`config.mk`:
```
export PLATFORM = sky130hd
export DESIGN_NAME = pipe_stage_elastic
export DESIGN_NICKNAME = d
export VERILOG_FILES = /design/src/rtl/pipe_pkg.sv /design/src/rtl/pipe_skid_buf.sv /design/src/rtl/pipe_stage_elastic.sv
export SDC_FILE = /design/constraint.sdc
export NUM_CORES = 1
export LEC_CHECK = 0
export BUFFER_PORTS_ARGS = -buffer_cell sky130_fd_sc_hd__buf_4
export CAP_MARGIN = 20
export CORE_MARGIN = 1
export CORE_UTILIZATION = 40
export DETAILED_ROUTE_END_ITERATION = 7
export RECOVER_POWER = 50
export SYNTH_ARGS = -nofsm -noshare
export SYNTH_HDL_FRONTEND = slang
export SYNTH_HIERARCHICAL = 1
export SYNTH_SLANG_ARGS = --single-unit
```
`constraint.sdc`:
```
create_clock -name clock -period 3.25 [get_ports clock]
set_clock_uncertainty 0.1 [all_clocks]
set_input_delay 0.4875 -clock clock [delete_from_list [all_inputs] [get_ports clock]]
set_output_delay 0.4875 -clock clock [all_outputs]
set_load 0.01 [all_outputs]
```
`src/rtl/pipe_pkg.sv`:
```
// Shared definitions for the elastic inter-stage pipeline registers:
// standard bundle widths, the NOP control word and the skid-buffer state type.
package pipe_pkg;

    localparam int ID_EX_CTRL_W = 16;
    // RD1, RD2, Imm, PC, PC+4 (5 x 32) would exceed this; the core packs PC+4 implicitly
    localparam int ID_EX_DATA_W = 133;

    localparam logic [ID_EX_CTRL_W-1:0] NOP_CTRL = '0;

    typedef enum logic [1:0] {
        ST_EMPTY = 2'd0,
        ST_ONE   = 2'd1,
        ST_FULL  = 2'd2
    } skid_state_e;

endpackage

```
`src/rtl/pipe_skid_buf.sv`:
```
// Main + skid register pair for the elastic stage. in_ready depends only on
// registered state, so the upstream ready path is cut at this stage.
module pipe_skid_buf
    import pipe_pkg::*;
#(
    parameter int CTRL_W         = ID_EX_CTRL_W,
    parameter int DATA_W         = 128,
    parameter int FLUSH_CLR_DATA = 0
) (
    input  logic              clock,
    input  logic              reset_n,
    input  logic              flush_i,
    input  logic              in_valid_i,
    input  logic [CTRL_W-1:0] in_ctrl_i,
    input  logic [DATA_W-1:0] in_data_i,
    input  logic              drain_i,
    output logic              in_ready_o,
    output logic              main_v_o,
    output logic              skid_v_o,
    output logic [CTRL_W-1:0] main_ctrl_o,
    output logic [DATA_W-1:0] main_data_o
);

    skid_state_e       state_q;
    logic [CTRL_W-1:0] main_ctrl_q;
    logic [CTRL_W-1:0] skid_ctrl_q;
    logic [DATA_W-1:0] main_data_q;
    logic [DATA_W-1:0] skid_data_q;
    logic              accept;

    assign in_ready_o = reset_n & ~flush_i & (state_q != ST_FULL);
    assign accept     = in_valid_i & in_ready_o;

    // The skid entry is always older than any new input, so FULL only ever drains skid into main.
    always_ff @(posedge clock or negedge reset_n) begin
        if (!reset_n) begin
            state_q     <= ST_EMPTY;
            main_ctrl_q <= '0;
            skid_ctrl_q <= '0;
            main_data_q <= '0;
            skid_data_q <= '0;
        end else if (flush_i) begin
            state_q     <= ST_EMPTY;
            main_ctrl_q <= '0;
            skid_ctrl_q <= '0;
            if (FLUSH_CLR_DATA != 0) begin
                main_data_q <= '0;
                skid_data_q <= '0;
            end
        end else begin
            case (state_q)
                ST_EMPTY: begin
                    if (accept) begin
                        main_ctrl_q <= in_ctrl_i;
                        main_data_q <= in_data_i;
                        state_q     <= ST_ONE;
                    end
                end
                ST_ONE: begin
                    if (accept && drain_i) begin
                        main_ctrl_q <= in_ctrl_i;
                        main_data_q <= in_data_i;
                    end else if (accept) begin
                        skid_ctrl_q <= in_ctrl_i;
                        skid_data_q <= in_data_i;
                        state_q     <= ST_FULL;
                    end else if (drain_i) begin
                        state_q <= ST_EMPTY;
                    end
                end
                ST_FULL: begin
                    if (drain_i) begin
                        main_ctrl_q <= skid_ctrl_q;
                        main_data_q <= skid_data_q;
                        state_q     <= ST_ONE;
                    end
                end
                default: state_q <= ST_EMPTY;
            endcase
        end
    end

    assign main_v_o    = (state_q != ST_EMPTY);
    assign skid_v_o    = (state_q == ST_FULL);
    assign main_ctrl_o = main_ctrl_q;
    assign main_data_o = main_data_q;

endmodule

```
`src/rtl/pipe_stage_elastic.sv`:
```
// Parametrised elastic pipeline register between two core stages, with
// stall, flush-to-NOP, optional skid buffer and a saturating flush-kill counter.
module pipe_stage_elastic
    import pipe_pkg::*;
#(
    parameter int CTRL_W         = ID_EX_CTRL_W,
    parameter int DATA_W         = 128,
    parameter int SKID           = 1,
    parameter int FLUSH_CLR_DATA = 0,
    parameter int CNT_W          = 8
) (
    input  logic              clock,
    input  logic              reset_n,
    input  logic              in_valid,
    output logic              in_ready,
    input  logic [CTRL_W-1:0] in_ctrl,
    input  logic [DATA_W-1:0] in_data,
    output logic              out_valid,
    input  logic              out_ready,
    output logic [CTRL_W-1:0] out_ctrl,
    output logic [DATA_W-1:0] out_data,
    input  logic              stall,
    input  logic              flush,
    output logic [1:0]        occupancy,
    output logic [CNT_W-1:0]  flush_kills
);

    logic              main_v;
    logic              skid_v;
    logic [CTRL_W-1:0] main_ctrl;
    logic [DATA_W-1:0] main_data;
    logic              drain;
    logic              kill;
    logic [CNT_W-1:0]  flush_kills_q;

    assign drain = main_v & out_ready & ~stall;

    generate
        if (SKID != 0) begin : g_skid
            pipe_skid_buf #(
                .CTRL_W         (CTRL_W),
                .DATA_W         (DATA_W),
                .FLUSH_CLR_DATA (FLUSH_CLR_DATA)
            ) u_skid_buf (
                .clock       (clock),
                .reset_n     (reset_n),
                .flush_i     (flush),
                .in_valid_i  (in_valid),
                .in_ctrl_i   (in_ctrl),
                .in_data_i   (in_data),
                .drain_i     (drain),
                .in_ready_o  (in_ready),
                .main_v_o    (main_v),
                .skid_v_o    (skid_v),
                .main_ctrl_o (main_ctrl),
                .main_data_o (main_data)
            );
        end else begin : g_single
            logic              main_v_q;
            logic [CTRL_W-1:0] main_ctrl_q;
            logic [DATA_W-1:0] main_data_q;
            logic              accept;

            // Single register: ready passes combinationally from downstream.
            assign in_ready = reset_n & ~flush & (~main_v_q | (out_ready & ~stall));
            assign accept   = in_valid & in_ready;

            always_ff @(posedge clock or negedge reset_n) begin
                if (!reset_n) begin
                    main_v_q    <= 1'b0;
                    main_ctrl_q <= '0;
                    main_data_q <= '0;
                end else if (flush) begin
                    main_v_q    <= 1'b0;
                    main_ctrl_q <= '0;
                    if (FLUSH_CLR_DATA != 0) begin
                        main_data_q <= '0;
                    end
                end else if (accept) begin
                    main_v_q    <= 1'b1;
                    main_ctrl_q <= in_ctrl;
                    main_data_q <= in_data;
                end else if (drain) begin
                    main_v_q <= 1'b0;
                end
            end

            assign main_v    = main_v_q;
            assign skid_v    = 1'b0;
            assign main_ctrl = main_ctrl_q;
            assign main_data = main_data_q;
        end
    endgenerate

    assign occupancy = {1'b0, main_v} + {1'b0, skid_v};

    // An entry leaving downstream on the flush edge is delivered, not killed.
    assign kill = flush & (occupancy > {1'b0, drain});

    always_ff @(posedge clock or negedge reset_n) begin
        if (!reset_n) begin
            flush_kills_q <= '0;
        end else if (kill && (flush_kills_q != {CNT_W{1'b1}})) begin
            flush_kills_q <= flush_kills_q + CNT_W'(1);
        end
    end

    assign out_valid   = main_v;
    assign out_ctrl    = main_v ? main_ctrl : NOP_CTRL[CTRL_W-1:0];
    assign out_data    = main_data;
    assign flush_kills = flush_kills_q;

endmodule

```
Word level (Yosys, flattened, before mapping)
Index checks and enable logic that the tools add are counted.

storage, ports and cells
  register bits after elaboration = 298
  input port bits = 150
  output and inout bits = 156

cells by class
  add/sub/neg operators = 2
  magnitude comparators = 1
  equality and inequality tests = 13
  multiplexer cells = 20
  bitwise operators = 9
  reduce and logical (&&, ||, !) cells = 13

operators by type and width
  cell                 count
  $mux 128             3
  $pmux 128 s3         1
  $mux 16              8
  $pmux 16 s3          1
  $mux 2               6
  $reduce_and 4->1     3
  $ne 3x2->1 const B   3
  $add 8x1->8 const B  1
  $ne 8x8->1 const B   1
  $and 1x1->1          6
  $ne 2x1->1 const B   3
  $pmux 2 s3           1
  $reduce_bool 2->1    3
  $reduce_and 5->1     1
  $ne 2x2->1 const B   2
  $ne 4x3->1 const B   1
  $reduce_bool 4->1    1
  $ne 3x3->1 const B   1
  $not 1->1            3
  $reduce_and 3->1     1
  $reduce_bool 3->1    1
  $add 1x1->2          1
  $eq 2x1->1 const B   1
  $eq 2x2->1 const B   1
  other kinds (3)      4

Logic depth before layout (Yosys ltp)
Gate-level depths: netlist of run 1.

  depth after elaboration = 8
  depth in mapped cells = 10
  depth with buffers taken out = 7

By module
Netlist of run 1, hierarchy kept.

modules (own cells, without submodules)
  module              times used  cells an instance  area an instance (um^2)  seq. area each (um^2)
  pipe_skid_buf       1           954                12099.1                  7257.0
  pipe_stage_elastic  1           62                 611.8                    200.2

Worst setup path after synthesis of run 1
No wires, ideal clock.

  path type = register to register
  start = register g_skid.u_skid_buf.state_q[1]
  end = register flush_kills_q[1], in the netlist flush_kills[1]
  arrival time = 2.310 ns
  required time = 3.025 ns
  slack = 0.715 ns
  cell stages (with the launch flop) = 10
  path buffers = 2
  period minus slack after synthesis = 2.535 ns
  cells stage by stage = dfrtp_1 inv_1 nor2_1 buf_4 buf_2 ha_1 and2b_1 mux2i_4 nor2b_4 mux2_4

between the ends
  elaborated cells between the ends (all ways) = 8
  classes of those cells = add/sub (1); order compare (1); eq/ne (1); bitwise (3); reduce/logical (2)

RTL lines
  item                    line                       source
  from (decl)             pipe_skid_buf.sv:24        skid_state_e state_q;
  from (signal assigned)  pipe_skid_buf.sv:37        state_q <= ST_EMPTY;
  from (signal assigned)  pipe_skid_buf.sv:43        state_q <= ST_EMPTY;
  from (signal assigned)  pipe_skid_buf.sv:56        state_q <= ST_ONE;
  $eq 2x2->1              pipe_skid_buf.sv:84        assign skid_v_o = (state_q == ST_FULL);
  net skid_v              pipe_stage_elastic.sv:29   logic skid_v;
  $add 1x1->2             pipe_stage_elastic.sv:95   assign occupancy = {1'b0, main_v} + {1'b0, skid_v};
  net occupancy[0]        pipe_stage_elastic.sv:24   output logic [1:0] occupancy,
  $gt 2x1->1              pipe_stage_elastic.sv:98   assign kill = flush & (occupancy > {1'b0, drain});
  $and 1x1->1             pipe_stage_elastic.sv:98
  $logic_and 1x1->1       pipe_stage_elastic.sv:103  end else if (kill && (flush_kills_q != {CNT_W{1'b1}})) begin
  to (signal assigned)    pipe_stage_elastic.sv:104  flush_kills_q <= flush_kills_q + CNT_W'(1);
  to (decl)               pipe_stage_elastic.sv:34   logic [CNT_W-1:0] flush_kills_q;

The timed path passes the listed nets, and every way through them passes these cells.
A chain may end at the register's enable or synchronous reset.

Worst setup path in the final report of run 1
  start = register g_skid.u_skid_buf.state_q[0]
  end = register g_skid.u_skid_buf.skid_data_q[59]

between the ends
  cells in the longest elaborated chain, start to end = 6
  elaborated cells between the ends (all ways) = 10
  classes of those cells = eq/ne (2); bitwise (5); reduce/logical (3)

RTL lines
  item                        line                      source
  $reduce_bool 2->1           pipe_skid_buf.sv:83       assign main_v_o = (state_q != ST_EMPTY);
  $and 1x1->1 (2 in series)   pipe_stage_elastic.sv:36  assign drain = main_v & out_ready & ~stall;
  net drain                   pipe_stage_elastic.sv:32  logic drain;
  $logic_and 1x1->1           pipe_skid_buf.sv:60       if (accept && drain_i) begin
  $not 1->1 (no line)         -
  $reduce_and 4->1 (no line)  -
  to (signal assigned)        pipe_skid_buf.sv:65       skid_data_q <= in_data_i;
  to (decl)                   pipe_skid_buf.sv:28       logic [DATA_W-1:0] skid_data_q;

The timed path passes the listed nets, and every way through them passes these cells.

==> out/qor.csv, run 1 <==
metric,value,unit
synth-xor-area-share,0.2067,%
period_needed,2717,ps
pin_count,306,
drtIter0Drc,392,
outcome,finished clean,
numCtsBuffers,35,
synth_top_family_by_area,multiplexers,
synth_fa_ha_area_share,0.1969,%
netlist_area,0.01271,mm2
vias,8636,
worstSetupEndpointType,register,
final_cell_mix,"298 x dfrtp_1, 191 x buf_4, 145 x mux2i_1, 145 x nand2_1, 135 x clkbuf_1",
drive_above_1_share,27.32,%
synthSimpleGateAreaFrac,6.753,%
die-area,0.03249,mm2
portBuffers,305,
clock_path_buffers,3,
synth_cell_type_count,45,
cts_tree,yes,
initial_core_util,41.12,%
synth-edff-count,0,
grtUsageMet1,23.96,%
clk_latency,500,ps
maxCapViolations,0,
setup_viol,0,
dpl_cell_area,0.01540,mm2
max_stage_delay,460,ps
async_flop_share,100.0,%
grt_use_met2,27.52,%
vias_per_cell,4.986,
grt_max_degree,154,
clkSinkCount,298,
grt-ovfl-total,0,
dieWidth,180.3,um
slew_violations,0,
synthMuxAreaShare,23.26,%
first_global_vias,8732,
drtPass1Iterations,4,
n_antenna_cell,0,
crit_chain,"or2_2, and3b_4, nand2b_1, nor4_2, buf_4, buf_12, mux2_2",
synth-compound-area-share,7.875,%
grt_pass1_wl,47890,um
finalHoldViolCount,0,
core_area,0.03091,mm2
cts_resized,0,
p_leak,0.007183,uW
crit_path_start_kind,register,
synthCells,1016,
root_buffer,clkbuf_16,
antenna_found_initial,0,
fmax,368.1,MHz
rsz0062_at_grt,false,
num_rows,64,
yosys_warnings,6,
layout.nets,1463,
syn_to_final_growth,26.12,%
ys_seq_area_share,58.67,%
gp_congestion,0.7512,
drc,0,
synth_nets,1168,
synth.avg_cell_area,12.51,um2
critical_path_arrival,2990,ps
synth_flop_cell,dfrtp_1,
postRouteAntennaNets,0,
htreeDepth,2,
worst_slew_pin_slew,1019,ps
mostFrequentLayoutCell,dfrtp_1,
synth-seq-cells,298,
cp.required,3530,ps
post-dp-hpwl,19010,um
path_class,register to register,
final_area,0.01603,mm2
finalSetupTns,0,ps
path_max_fanout,26,
path_clk_slew,60,ps
power_density,652.4,mW/mm2
wirelength,29630,um
wl_per_cell,17.11,um
peakVddDrop,0.0004602,V
final_core_util,51.87,%
use_met3,7.114,%
cp_slowest_cell,dfrtp_1,
grt_usage,18.07,%
relSlewSlack,32.07,%
fin_crit_sh,83.60,%
die_h,180.3,um
busiest_layer,met2,
hold_path_class,primary input to register,
==> flip-flops by register name (all words and copies together), names as in the netlist <==
register	flops
flush_kills	8
g_skid.u_skid_buf/main_ctrl_o	16
g_skid.u_skid_buf/main_data_o	128
g_skid.u_skid_buf/skid_ctrl_q	16
g_skid.u_skid_buf/skid_data_q	128
g_skid.u_skid_buf/state_q	2
==> worst paths after layout <==
check                                                  from                            endpoint  slack (ps)  cells past startpoint
setup / recovery               g_skid.u_skid_buf/state_q[0]   g_skid.u_skid_buf/skid_data_q[59]         530                      7
hold / removal                                 in_data[112]  g_skid.u_skid_buf/skid_data_q[112]         110                      2
setup reg to reg               g_skid.u_skid_buf/state_q[0]   g_skid.u_skid_buf/skid_data_q[59]         530                      7
hold reg to reg            g_skid.u_skid_buf/main_ctrl_o[7]    g_skid.u_skid_buf/main_ctrl_o[7]         370                      2
max in group asynchronous                           reset_n  g_skid.u_skid_buf/main_data_o[119]        1460                      3
min in group asynchronous                           reset_n    g_skid.u_skid_buf/skid_ctrl_q[0]         370                      2
==> area by class of cell <==
type	instances	area [um2]
Inverter	3	11.26
Sequential cell	298	7457
Clock inverter	10	83.83
Tap cell	396	495.5
Multi-Input combinational cell	648	4901
Timing Repair Buffer	325	2073
Fill cell	2862	14880
Clock buffer	52	1010
==> synth_stat cells, types with 2 or more instances <==
library cell  count  area, um2
a21oi_1           2      10.01
a22o_1           16      140.1
and2_1           11      68.82
and2_2            6      45.04
buf_2            36      180.2
buf_4             3      22.52
buf_6             9      101.4
clkbuf_1         19      71.32
dfrtp_1         298       7457
ha_1              2      25.02
inv_1             3      11.26
mux2_1           34      382.9
mux2_2           95       1070
mux2_4            2      30.03
mux2i_1         145       1451
nand2_1         145      544.3
nand3_1           7      35.03
nand4_1           3      18.77
nor2_1            8      30.03
nor2b_1           2      12.51
o21ai_0         126      630.6
o21ai_1           5      25.02
o31ai_1          16      120.1
xor2_1            2      17.52
==> critical path, delay by kind of cell, from the launching register on <==
family | cells | cell delay (ps)
flops | 1 | 460
mux | 1 | 360
buf+inv | 2 | 490
simple gates | 4 | 1180
==> metrics by stage <==
| stage | worst slack [ps] | power [uW] | cells | hold slack (ps) |
|---|---|---|---|---|
| finish | 533.1 | 10460 | 1732 | 113.7 |
| global route | 396.5 | 11060 | 1732 | 90.29 |
| CTS | 513.9 | 10910 | 1732 | 85.56 |
| detailed placement | 525.9 | 7117 | 1669 | 182.9 |
| global placement | 571.5 | 7044 | 1669 | 182.0 |
| floorplan | 714.6 | 5977 | 1016 | 91.91 |
==> cells by family (layout without fill, tap and decap cells) <==
family / Yosys count / in the layout
fa+ha+maj: 2 / 2
flops: 298 / 298
buf+inv: 70 / 390
simple gates: 194 / 194
compound gates: 172 / 172
mux: 277 / 277
xor+xnor: 3 / 3
==> where the power goes <==
group	internal, uW	total [uW]	switching (uW)
clock	2230	3720	1490
sequential	4530	4970	438
combinational	864	1780	914
total	7620	10500	2840
==> metal layers <==
metal | wire, um | share of wire [%]
met5 | 0 | 0
met4 | 529 | 1.8
met3 | 2666 | 9.0
met2 | 13370 | 45
met1 | 13060 | 44
==> repair_timing <==
item / in CTS / in global routing
endpoints found under the setup margin: 0 / 0
hold buffers: 1 / 0
setup buffers: 0 / 0
endpoints found under the hold margin: 1 / 0
No activity file was read; power rests on OpenSTA's default activity.
==> inputs of run 2 (changes only) <==
- ABC_AREA: not set -> 1
- clock period: 3.25 -> 2.7 ns (I/O delays scaled with it)
==> run 2 against run 1 <==
Net effect: the flow now finishes with violations (max-capacitance violations, max-slew violations); critical path depth fell by 2; setup slack worse by 300 ps; clock power is 25% higher; combinational power rose to 2.8 times the previous value; non-clock buffer count grew 3; die area increased by 7.8%; core utilization down 0.85 points; area after synthesis up 7.9%; count of clock-buffer cells in the layout is 1 lower; sequential share of layout area down 3.0 points; sequential power is 54% higher; critical path type is now register to primary output; highest routed layer unchanged.
==> out/qor.csv, run 2 <==
metric,value,unit
yosysMostFrequentCell,nand2_1,
synth.avg_cell_area,7.905,um2
mostFrequentLayoutCell,nand2_1,
async_flop_share,100.0,%
root_buffer,clkbuf_16,
nFillCells,3310,
clock_path_buffers,3,
place_worst_setup_slack,477.0,ps
netlist_area,0.01371,mm2
portBuffers,305,
crit_path_start_kind,register,
clk_latency,500,ps
n_antenna_cell,0,
vias,11780,
drive_above_1_share,16.55,%
wl_per_cell,14.80,um
synth_nets,1887,
grt_max_degree,178,
critical_path_arrival,1960,ps
fin_ws,237.4,ps
synth-edff-count,0,
p_leak,0.008920,uW
syn_to_final_growth,25.04,%
fin_crit_sh,91.21,%
path_max_fanout,36,
vias_per_cell,4.789,
synth_top_area_share,54.37,%
yosysTopAreaCell,dfrtp_1,
synth.area.top_cells,"dfrtp_1 54%, nand2_1 17%, o21ai_0 15%, inv_1 4.4%, clkbuf_1 1.5%",
layout.nets,2138,
peakVddDrop,0.0004348,V
relSlewSlack,-11.84,%
period_needed,2463,ps
maxCapViolations,1,
drtPass1Iterations,5,
die_h,187.2,um
drc,0,
drtIter0Drc,637,
first_global_vias,11290,
core_area,0.03362,mm2
power_density,1006,mW/mm2
finalHoldViolCount,0,
post-dp-hpwl,23220,um
cp.required,2190,ps
power.total,17260,uW
final_area,0.01715,mm2
synth_commonest_cells,"635 x nand2_1, 403 x o21ai_0, 298 x dfrtp_1, 161 x inv_1, 56 x clkbuf_1",
dieWidth,187.2,um
violations,"max-capacitance violations, max-slew violations",
ys_seq_area_share,54.37,%
reg2reg_from,g_skid.u_skid_buf/state_q[1],
numCtsBuffers,35,
num_rows,67,
postRouteAntennaNets,0,
antenna_found_initial,0,
pin_count,306,
synth_flop_cell,dfrtp_1,
path_class,register to primary output,
cts_resized,0,
post-cts-setup-buffers,0,
clkSinkCount,298,
outcome,finished with violations,
grt-ovfl-total,0,
grt_usage,20.82,%
hold_path_class,primary input to register,
yosys_warnings,6,
htreeDepth,2,
initial_core_util,40.80,%
gp_congestion,0.8137,
synth_cell_type_count,26,
worstSetupEndpointType,primary output,
synth-seq-cells,298,
slew_violations,118,
die-area,0.03503,mm2
wirelength,36410,um
placed_cells,2392,
setup_viol,0,
worst_slew_pin_slew,1678,ps
rsz0062_at_grt,false,
grt_pass1_wl,59470,um
cts_tree,yes,
path_clk_slew,60,ps
fin_cells,2460,
finalSetupTns,0,ps
worstHoldStart,in_data[122],
fmax,406.1,MHz
crit_start,g_skid.u_skid_buf/state_q[0],
final_cell_mix,"633 x nand2_1, 403 x o21ai_0, 298 x dfrtp_1, 234 x buf_4, 161 x inv_1",
synthCells,1735,
dpl_cell_area,0.01626,mm2
-- run 2: cell families after synthesis --
group           count (synthesis)  synth area share (%)
compound gates                405                 14.78
xor+xnor                        1               0.06387
buf+inv                       294                 9.205
fa+ha+maj                       2                0.1824
simple gates                  735                 21.39
flops                         298                 54.37
-- run 2: worst paths after layout --
path | to | slack, ps | cells past startpoint
max | occupancy[0] | 240 | 5
min | g_skid.u_skid_buf/skid_data_q[122] | 20 | 3
max reg2reg | g_skid.u_skid_buf/main_data_o[69] | 480 | 11
min reg2reg | g_skid.u_skid_buf/main_ctrl_o[15] | 370 | 2
max in group asynchronous | g_skid.u_skid_buf/main_ctrl_o[9] | 430 | 3
min in group asynchronous | g_skid.u_skid_buf/skid_data_q[58] | 530 | 3
-- run 2: stage by stage --
step	utilization [%]	hold WS [ps]
global route	51.01	17.80
global placement	48.36	356.5
CTS	51.93	0.7532
finish	51.01	19.28
detailed placement	48.36	359.3
floorplan	-	9.409
-- run 2: power breakdown --
group,switching [uW],internal [uW],total (uW)
Clock,1850,2800,4640
Sequential,1140,6510,7640
Combinational,3010,1960,4970
Total,5990,11300,17300
-- run 2: layout make-up --
class	instances	area, um2	share of cell area [%]
clock buffer	51	1046	6.100
clock inverter	12	105.1	0.6129
inverter	180	683.2	3.984
multi-input combinational	1143	5010	29.21
sequential	298	7457	43.48
tap	448	560.5	3.269
timing repair buffer	328	2287	13.34
-- run 2: timing repair --
| action | 4_1_cts | 5_1_grt |
|---|---|---|
| setup endpoints to repair | 0 | 0 |
| hold buffers | 5 | 0 |
| hold endpoints to repair | 77 | 0 |
-- run 2: critical path, stage by stage, from the launching register on --
cell	delay (ps)
dfrtp_1	420
inv_2	80
nand2_4	310
inv_6	120
ha_1	350
buf_4	160
-- run 2: metal layers --
metal	vias to the layer above	wire [um]	global-route usage [%]
li1	5977	-	-
met1	5462	16080	27.39
met2	280	17100	34.39
met3	62	2346	4.709
met4	0	886	5.832
met5	-	0	0
